File: src/rtl/mem_pkg.sv
// Shared types for the MEM-stage load/store unit.
// Control bundle, FSM states and access-size codes.
package mem_pkg;

  typedef struct packed {
    logic       memRead;
    logic       memWrite;
    logic [1:0] size;
    logic       sign;
  } mem_ctrl_t;

  typedef enum logic [1:0] {
    IDLE  = 2'd0,
    BEAT0 = 2'd1,
    BEAT1 = 2'd2,
    DONE  = 2'd3
  } lsu_state_t;

  localparam logic [1:0] SZ_BYTE = 2'b00;
  localparam logic [1:0] SZ_HALF = 2'b01;
  localparam logic [1:0] SZ_WORD = 2'b10;
  localparam logic [1:0] SZ_ILL  = 2'b11;

endpackage

File: src/rtl/mem_lsu_if.sv
// Pipeline request/response and data-memory port bundle.
// slave = the LSU, master = pipeline plus memory.
interface mem_lsu_if
  import mem_pkg::*;
#(
  parameter int MEM_WORDS = 8192,
  localparam int AW = $clog2(MEM_WORDS)
);
  logic            i_req_valid;
  logic            o_req_ready;
  logic [31:0]     i_addr;
  logic [31:0]     i_wdata;
  mem_ctrl_t       i_ctrl;
  logic            o_resp_valid;
  logic [31:0]     o_rdata;
  logic            o_resp_err;
  logic            o_mem_en;
  logic [3:0]      o_mem_we;
  logic [AW-1:0]   o_mem_addr;
  logic [31:0]     o_mem_wdata;
  logic [31:0]     i_mem_rdata;

  modport slave (
    input  i_req_valid, i_addr, i_wdata, i_ctrl,
    input  i_mem_rdata,
    output o_req_ready, o_resp_valid, o_rdata,
    output o_resp_err, o_mem_en, o_mem_we,
    output o_mem_addr, o_mem_wdata
  );

  modport master (
    output i_req_valid, i_addr, i_wdata, i_ctrl,
    output i_mem_rdata,
    input  o_req_ready, o_resp_valid, o_rdata,
    input  o_resp_err, o_mem_en, o_mem_we,
    input  o_mem_addr, o_mem_wdata
  );
endinterface

File: src/rtl/mem_lsu_align.sv
// Byte-lane steering for the LSU: store lanes/data
// across two words and load extract/extend.
module mem_lsu_align
  import mem_pkg::*;
(
  input  logic [1:0]  off,
  input  logic [1:0]  size,
  input  logic        sign,
  input  logic [31:0] wdata,
  input  logic [63:0] d64,
  output logic [7:0]  be64,
  output logic        split,
  output logic [63:0] wd64,
  output logic [31:0] rdata
);

  logic [7:0]  mask;
  logic [63:0] r64;
  logic [5:0]  sh;

  assign sh    = {1'b0, off, 3'b000};
  assign be64  = mask << off;
  assign split = |be64[7:4];
  assign wd64  = {32'b0, wdata} << sh;
  assign r64   = d64 >> sh;

  // Lane mask for the access width
  always_comb begin
    mask = 8'h00;
    unique case (size)
      SZ_BYTE: mask = 8'h01;
      SZ_HALF: mask = 8'h03;
      SZ_WORD: mask = 8'h0f;
      default: mask = 8'h00;
    endcase
  end

  // Keep the low bytes of the shifted word and extend
  always_comb begin
    rdata = 32'b0;
    unique case (size)
      SZ_BYTE: rdata = sign ? {24'b0, r64[7:0]}
                            : {{24{r64[7]}}, r64[7:0]};
      SZ_HALF: rdata = sign ? {16'b0, r64[15:0]}
                            : {{16{r64[15]}}, r64[15:0]};
      SZ_WORD: rdata = r64[31:0];
      default: rdata = 32'b0;
    endcase
  end

endmodule

File: src/rtl/mem_lsu.sv
// MEM-stage load/store unit: one access at a time,
// split into two word beats when it crosses a word.
module mem_lsu
  import mem_pkg::*;
#(
  parameter int MEM_WORDS = 8192,
  localparam int AW = $clog2(MEM_WORDS)
)(
  input  logic      i_clk,
  input  logic      i_reset,
  mem_lsu_if.slave  bus
);

  lsu_state_t    state, nxt;
  logic [AW-1:0] idx_q, idx_nxt;
  logic [1:0]    off_q, size_q;
  logic          sign_q, store_q, err_q;
  logic [31:0]   wdata_q, lo_q;
  logic          accept, active;
  logic [7:0]    be64;
  logic          split;
  logic [63:0]   wd64, d64;
  logic [31:0]   ld_data;
  logic          unused_addr;

  assign unused_addr = ^{bus.i_addr[31:AW+2]};
  assign accept = bus.i_req_valid && bus.o_req_ready;
  assign active = bus.i_ctrl.memRead
               || bus.i_ctrl.memWrite;
  assign idx_nxt = (idx_q == AW'(MEM_WORDS - 1))
                 ? '0 : idx_q + 1'b1;
  assign d64 = split ? {bus.i_mem_rdata, lo_q}
                     : {32'b0, bus.i_mem_rdata};

  mem_lsu_align u_align (
    .off   (off_q),
    .size  (size_q),
    .sign  (sign_q),
    .wdata (wdata_q),
    .d64   (d64),
    .be64  (be64),
    .split (split),
    .wd64  (wd64),
    .rdata (ld_data)
  );

  // State register and request latches
  always_ff @(posedge i_clk) begin
    if (i_reset) begin
      state   <= IDLE;
      idx_q   <= '0;
      off_q   <= '0;
      size_q  <= '0;
      sign_q  <= 1'b0;
      store_q <= 1'b0;
      err_q   <= 1'b0;
      wdata_q <= '0;
      lo_q    <= '0;
    end else begin
      state <= nxt;
      if (accept && active) begin
        idx_q   <= bus.i_addr[AW+1:2];
        off_q   <= bus.i_addr[1:0];
        size_q  <= bus.i_ctrl.size;
        sign_q  <= bus.i_ctrl.sign;
        store_q <= bus.i_ctrl.memWrite;
        err_q   <= bus.i_ctrl.size == SZ_ILL;
        wdata_q <= bus.i_wdata;
      end
      if (state == BEAT1) lo_q <= bus.i_mem_rdata;
    end
  end

  // Next-state logic
  always_comb begin
    nxt = state;
    unique case (state)
      IDLE: begin
        if (accept && active)
          nxt = (bus.i_ctrl.size == SZ_ILL)
              ? DONE : BEAT0;
      end
      BEAT0:   nxt = split ? BEAT1 : DONE;
      BEAT1:   nxt = DONE;
      DONE:    nxt = IDLE;
      default: nxt = IDLE;
    endcase
  end

  // Memory port and response outputs; reset blocks
  // any beat or response in the reset cycle itself
  always_comb begin
    bus.o_req_ready  = state == IDLE;
    bus.o_resp_valid = 1'b0;
    bus.o_resp_err   = 1'b0;
    bus.o_rdata      = '0;
    bus.o_mem_en     = 1'b0;
    bus.o_mem_we     = '0;
    bus.o_mem_addr   = '0;
    bus.o_mem_wdata  = '0;
    if (!i_reset) begin
      unique case (state)
        BEAT0: begin
          bus.o_mem_en   = 1'b1;
          bus.o_mem_addr = idx_q;
          if (store_q) begin
            bus.o_mem_we    = be64[3:0];
            bus.o_mem_wdata = wd64[31:0];
          end
        end
        BEAT1: begin
          bus.o_mem_en   = 1'b1;
          bus.o_mem_addr = idx_nxt;
          if (store_q) begin
            bus.o_mem_we    = be64[7:4];
            bus.o_mem_wdata = wd64[63:32];
          end
        end
        DONE: begin
          bus.o_resp_valid = 1'b1;
          bus.o_resp_err   = err_q;
          if (!err_q && !store_q)
            bus.o_rdata = ld_data;
        end
        default: ;
      endcase
    end
  end

endmodule

File: src/flat_wrapper.sv
// flat-port wrapper written by rule: the top's interface ports become plain ports
module mem_lsu_flat import mem_pkg::*;
#(
  parameter int MEM_WORDS = 8192,
  localparam int AW = $clog2(MEM_WORDS)
)
  (i_clk, i_reset, bus_i_req_valid, bus_i_addr, bus_i_wdata, bus_i_ctrl, bus_i_mem_rdata, bus_o_req_ready, bus_o_resp_valid, bus_o_rdata, bus_o_resp_err, bus_o_mem_en, bus_o_mem_we, bus_o_mem_addr, bus_o_mem_wdata);
  mem_lsu_if #(.MEM_WORDS(MEM_WORDS)) bus_i ();
  input  logic i_clk;
  input  logic i_reset;
  input wire logic [$bits(bus_i.i_req_valid)-1:0] bus_i_req_valid;
  input wire logic [$bits(bus_i.i_addr)-1:0] bus_i_addr;
  input wire logic [$bits(bus_i.i_wdata)-1:0] bus_i_wdata;
  input wire logic [$bits(bus_i.i_ctrl)-1:0] bus_i_ctrl;
  input wire logic [$bits(bus_i.i_mem_rdata)-1:0] bus_i_mem_rdata;
  output wire logic [$bits(bus_i.o_req_ready)-1:0] bus_o_req_ready;
  output wire logic [$bits(bus_i.o_resp_valid)-1:0] bus_o_resp_valid;
  output wire logic [$bits(bus_i.o_rdata)-1:0] bus_o_rdata;
  output wire logic [$bits(bus_i.o_resp_err)-1:0] bus_o_resp_err;
  output wire logic [$bits(bus_i.o_mem_en)-1:0] bus_o_mem_en;
  output wire logic [$bits(bus_i.o_mem_we)-1:0] bus_o_mem_we;
  output wire logic [$bits(bus_i.o_mem_addr)-1:0] bus_o_mem_addr;
  output wire logic [$bits(bus_i.o_mem_wdata)-1:0] bus_o_mem_wdata;
  assign bus_i.i_req_valid = bus_i_req_valid;
  assign bus_i.i_addr = bus_i_addr;
  assign bus_i.i_wdata = bus_i_wdata;
  assign bus_i.i_ctrl = bus_i_ctrl;
  assign bus_i.i_mem_rdata = bus_i_mem_rdata;
  assign bus_o_req_ready = bus_i.o_req_ready;
  assign bus_o_resp_valid = bus_i.o_resp_valid;
  assign bus_o_rdata = bus_i.o_rdata;
  assign bus_o_resp_err = bus_i.o_resp_err;
  assign bus_o_mem_en = bus_i.o_mem_en;
  assign bus_o_mem_we = bus_i.o_mem_we;
  assign bus_o_mem_addr = bus_i.o_mem_addr;
  assign bus_o_mem_wdata = bus_i.o_mem_wdata;
  mem_lsu #(.MEM_WORDS(MEM_WORDS)) u_core (.i_clk(i_clk), .i_reset(i_reset), .bus(bus_i));
endmodule
File: config.mk
export PLATFORM = sky130hd
export DESIGN_NAME = mem_lsu_flat
export DESIGN_NICKNAME = d
export VERILOG_FILES = /design/src/rtl/mem_pkg.sv /design/src/rtl/mem_lsu_if.sv /design/src/rtl/mem_lsu_align.sv /design/src/rtl/mem_lsu.sv /design/src/flat_wrapper.sv
export SDC_FILE = /design/constraint.sdc
export NUM_CORES = 1
export LEC_CHECK = 0
export BUFFER_PORTS_ARGS = -buffer_cell sky130_fd_sc_hd__buf_2
export CORE_MARGIN = 1
export CORE_UTILIZATION = 35
export DETAILED_ROUTE_END_ITERATION = 16
export GPL_TIMING_DRIVEN = 0
export PLACE_DENSITY_LB_ADDON = 0.25
export SYNTH_ARGS = -nofsm -noshare
export SYNTH_HDL_FRONTEND = slang
export SYNTH_SLANG_ARGS = --single-unit
File: constraint.sdc
create_clock -name i_clk -period 2.7 [get_ports i_clk]
set_input_delay 0.27 -clock i_clk [delete_from_list [all_inputs] [get_ports i_clk]]
set_output_delay 0.27 -clock i_clk [all_outputs]
set_load 0.02 [all_outputs]
==> impl_metrics.ini <==
[outcome]
status = finished with violations
violations = negative setup slack

[logic_synthesis]
syn-cell-area_mm2 = 0.006340
synth-main-ff-cell = dfxtp_1
synth-compound-area-share = 0.2078
yosysSeqAreaShare = 0.2716
synthSimpleGateAreaFrac = 0.2064
syn-num-nets = 910
avgSynthCellArea_um2 = 7.965
async_flop_share = 0
synthAdderAreaFrac = 0.01974
synth_top_area_cell = dfxtp_1
synth_top_family_by_area = multiplexers
synthCells = 796
synthMuxAreaShare = 0.2333
synth_warnings = 0
synth_cell_types = 53
ys_top_cells_by_area = dfxtp_1, mux2i_1, nand2_1
synth_edf_count = 0
yosys.area.top_type_share = 0.2716
ys_ff_latch = 86
synth_xor_area_frac = 0.004144

[setup_path]
cp_max_fo = 9
path_class = register to output pin
crit_top_cell = buf_6
slowest_stage = dfxtp_4
worst_ep_arrival_time_ns = 2.77
critPathTopFamily = compound AO/OA/AOI/OAI gates
required_ns = 2.43
cp_cell_sequence = buf_4 > ha_1 > buf_6 > o21ai_0 > mux2i_2 > a21oi_1 > a31oi_4 > buf_6 > a41oi_1 > buf_2
worst_path_largest_cell_delay_ns = 0.36
startpoint_type = register
crit_buf_inv = 4
crit_path_end_kind = output pin

[detailed_routing]
drc_errors = 0
wl_per_cell_um = 20.62
drtAntennaViolNets = 0
via_count = 6996
vias_per_cell = 5.688
dr.pass1.iters = 5
drt_iter0_drc = 601
drt-total-wl_um = 25370

[final_layout]
layout_common_cells = nand2_1, buf_2, dfxtp_1, mux2i_1, nor2_1
final_common_cell = nand2_1
layout.nets = 1114
diodes = 0
fin_area_mm2 = 0.008708
postLayoutCoreUtil = 0.4983
syn_to_final_growth_pct = 37.36
drive_above_1_share = 0.3423
finalNonFillerCells = 1230

[sta]
max_freq_mhz = 329.0
finalSetupTns_ns = -9.283
setup_ws_ns = -0.3396
finalHoldViolations = 0
finalCritPeriodShare = 1.126
worstMarginPinSlew_ns = 0.8689
finalSetupViolCount = 32
fin_crit_ns = 3.040
slew_viol_final = 0
relSlewSlack = 0.4207
hold_ws_ns = 0.1474
skew_ns = 0.004156
grt_setup_unrepaired = true

[global_routing]
grt_max_degree = 16
grt_pass1_wl_um = 38190
overflow = 0
antenna_found_initial = 0
grt_pass1_vias = 6684
grt_usage = 0.2740

[placed_design]
dpl_worst_slack_ns = -0.3974
hpwl_um = 18020
portBuffers = 170
globalplace.congestion = 0.9385
postPlaceCellArea_mm2 = 0.007704
dp.cells = 1191

[die]
rows = 48
pin_count = 189
die_w_um = 136.6
start_util = 0.3628
die-area_mm2 = 0.01866
core_area_mm2 = 0.01748
die_h_um = 136.6

[cts]
numCtsBuffers = 9
cts.clk_slew.worst_paths_ns = 0.07
cts_sinks = 86
tritoncts = yes
hold_buffers = 0
clock_latency_ns = 0.35
clock-root-buffer = clkbuf_16
cts_buffer_depth = 2
htree_levels = 3

[power_and_ir_drop]
power_density_mw_per_mm2 = 622.1
p_leak_nw = 3.619
total_power_mw = 5.418
ir_drop_uv = 383.7

[hold_path]
hold_path_class = input port to register

[run]
cap_viol_max_count = 0
cell usage after synthesis, types with 3 or more instances:
cell type  number
buf_6           5
buf_1           7
ha_1           10
and3_1          6
inv_1           9
a32o_1         10
o32ai_1         7
nor2_1         71
nand3_1        19
a21o_1          4
buf_4           5
a32oi_1         4
clkbuf_1       41
o211a_1         8
nand2b_1       18
a21oi_1        68
nor2b_1        10
dfxtp_1        86
a41oi_1        17
a2bb2oi_1       6
mux2i_1        87
a22o_1          8
nand2_1       165
mux2_4          3
mux4_2         15
nor3_1          7
mux2_2         20
o21ai_0        20
buf_2          10
a211oi_1       10
nor3b_1         3
a22oi_1        10
flip-flops by register name, summed over array words and instances (netlist names), 2 cells and up:
signal / flops
u_core.off_q: 2
u_core.lo_q: 32
u_core.wdata_q: 32
u_core.size_q: 2
u_core.idx_q: 13
u_core.state: 2
layer usage:
metal,global-route usage,part of all wire
met1,0.3493,0.42
met2,0.4405,0.46
met3,0.05778,0.087
met4,0.1272,0.034
met5,0,0
timing repair:
action                                  in CTS  in global routing
gates resized for setup                     93                 48
endpoints found under the setup margin      73                 72
setup buffers                               21                  2
pin swaps                                    9                  1
cloned                                       2                  2
final timing paths:
check        cells after the start                            from  slack (ns)                              end
min                              3                 bus_i_wdata[10]        0.15  u_core.wdata_q[10]$_SDFFE_PP0P_
max reg2reg                      8    u_core.state[1]$_SDFFE_PP0P_        0.46  u_core.wdata_q[16]$_SDFFE_PP0P_
min reg2reg                      2  u_core.wdata_q[7]$_SDFFE_PP0P_        0.48   u_core.wdata_q[7]$_SDFFE_PP0P_
max                             10   u_core.size_q[1]$_SDFFE_PP0P_       -0.34                  bus_o_rdata[17]
power by group:
group          internal, mW  total [mW]  switching, mW
clock network         0.721        1.30          0.576
logic                 0.993        2.45           1.46
registers              1.47        1.67          0.198
total                  3.19        5.42           2.23
worst min-delay path, cell delays in order:
cell and delay [ns]:
buf_2 0.10, nand2_1 0.05, a21oi_1 0.05
kinds of logic (layout without fill, tap and decap cells):
| logic type | Yosys count | in the layout |
|---|---|---|
| and+or+nand+nor | 308 | 308 |
| AOI/OAI and AO/OA | 186 | 186 |
| muxes | 125 | 125 |
| DFF | 86 | 86 |
| buffers and inverters | 78 | 287 |
| adders and majority gates | 10 | 10 |
| xor gates and xnor gates | 3 | 3 |
cell type report:
type / count / area [um2]
Clock buffer: 9 / 225.2
Buffer: 66 / 442.9
Tap cell: 225 / 281.5
Fill cell: 1691 / 8768
Sequential cell: 86 / 1732
Inverter: 10 / 45.04
Multi-Input combinational cell: 632 / 4718
Clock inverter: 7 / 72.57
Timing Repair Buffer: 195 / 1191
(Power assumes the default switching activity.)
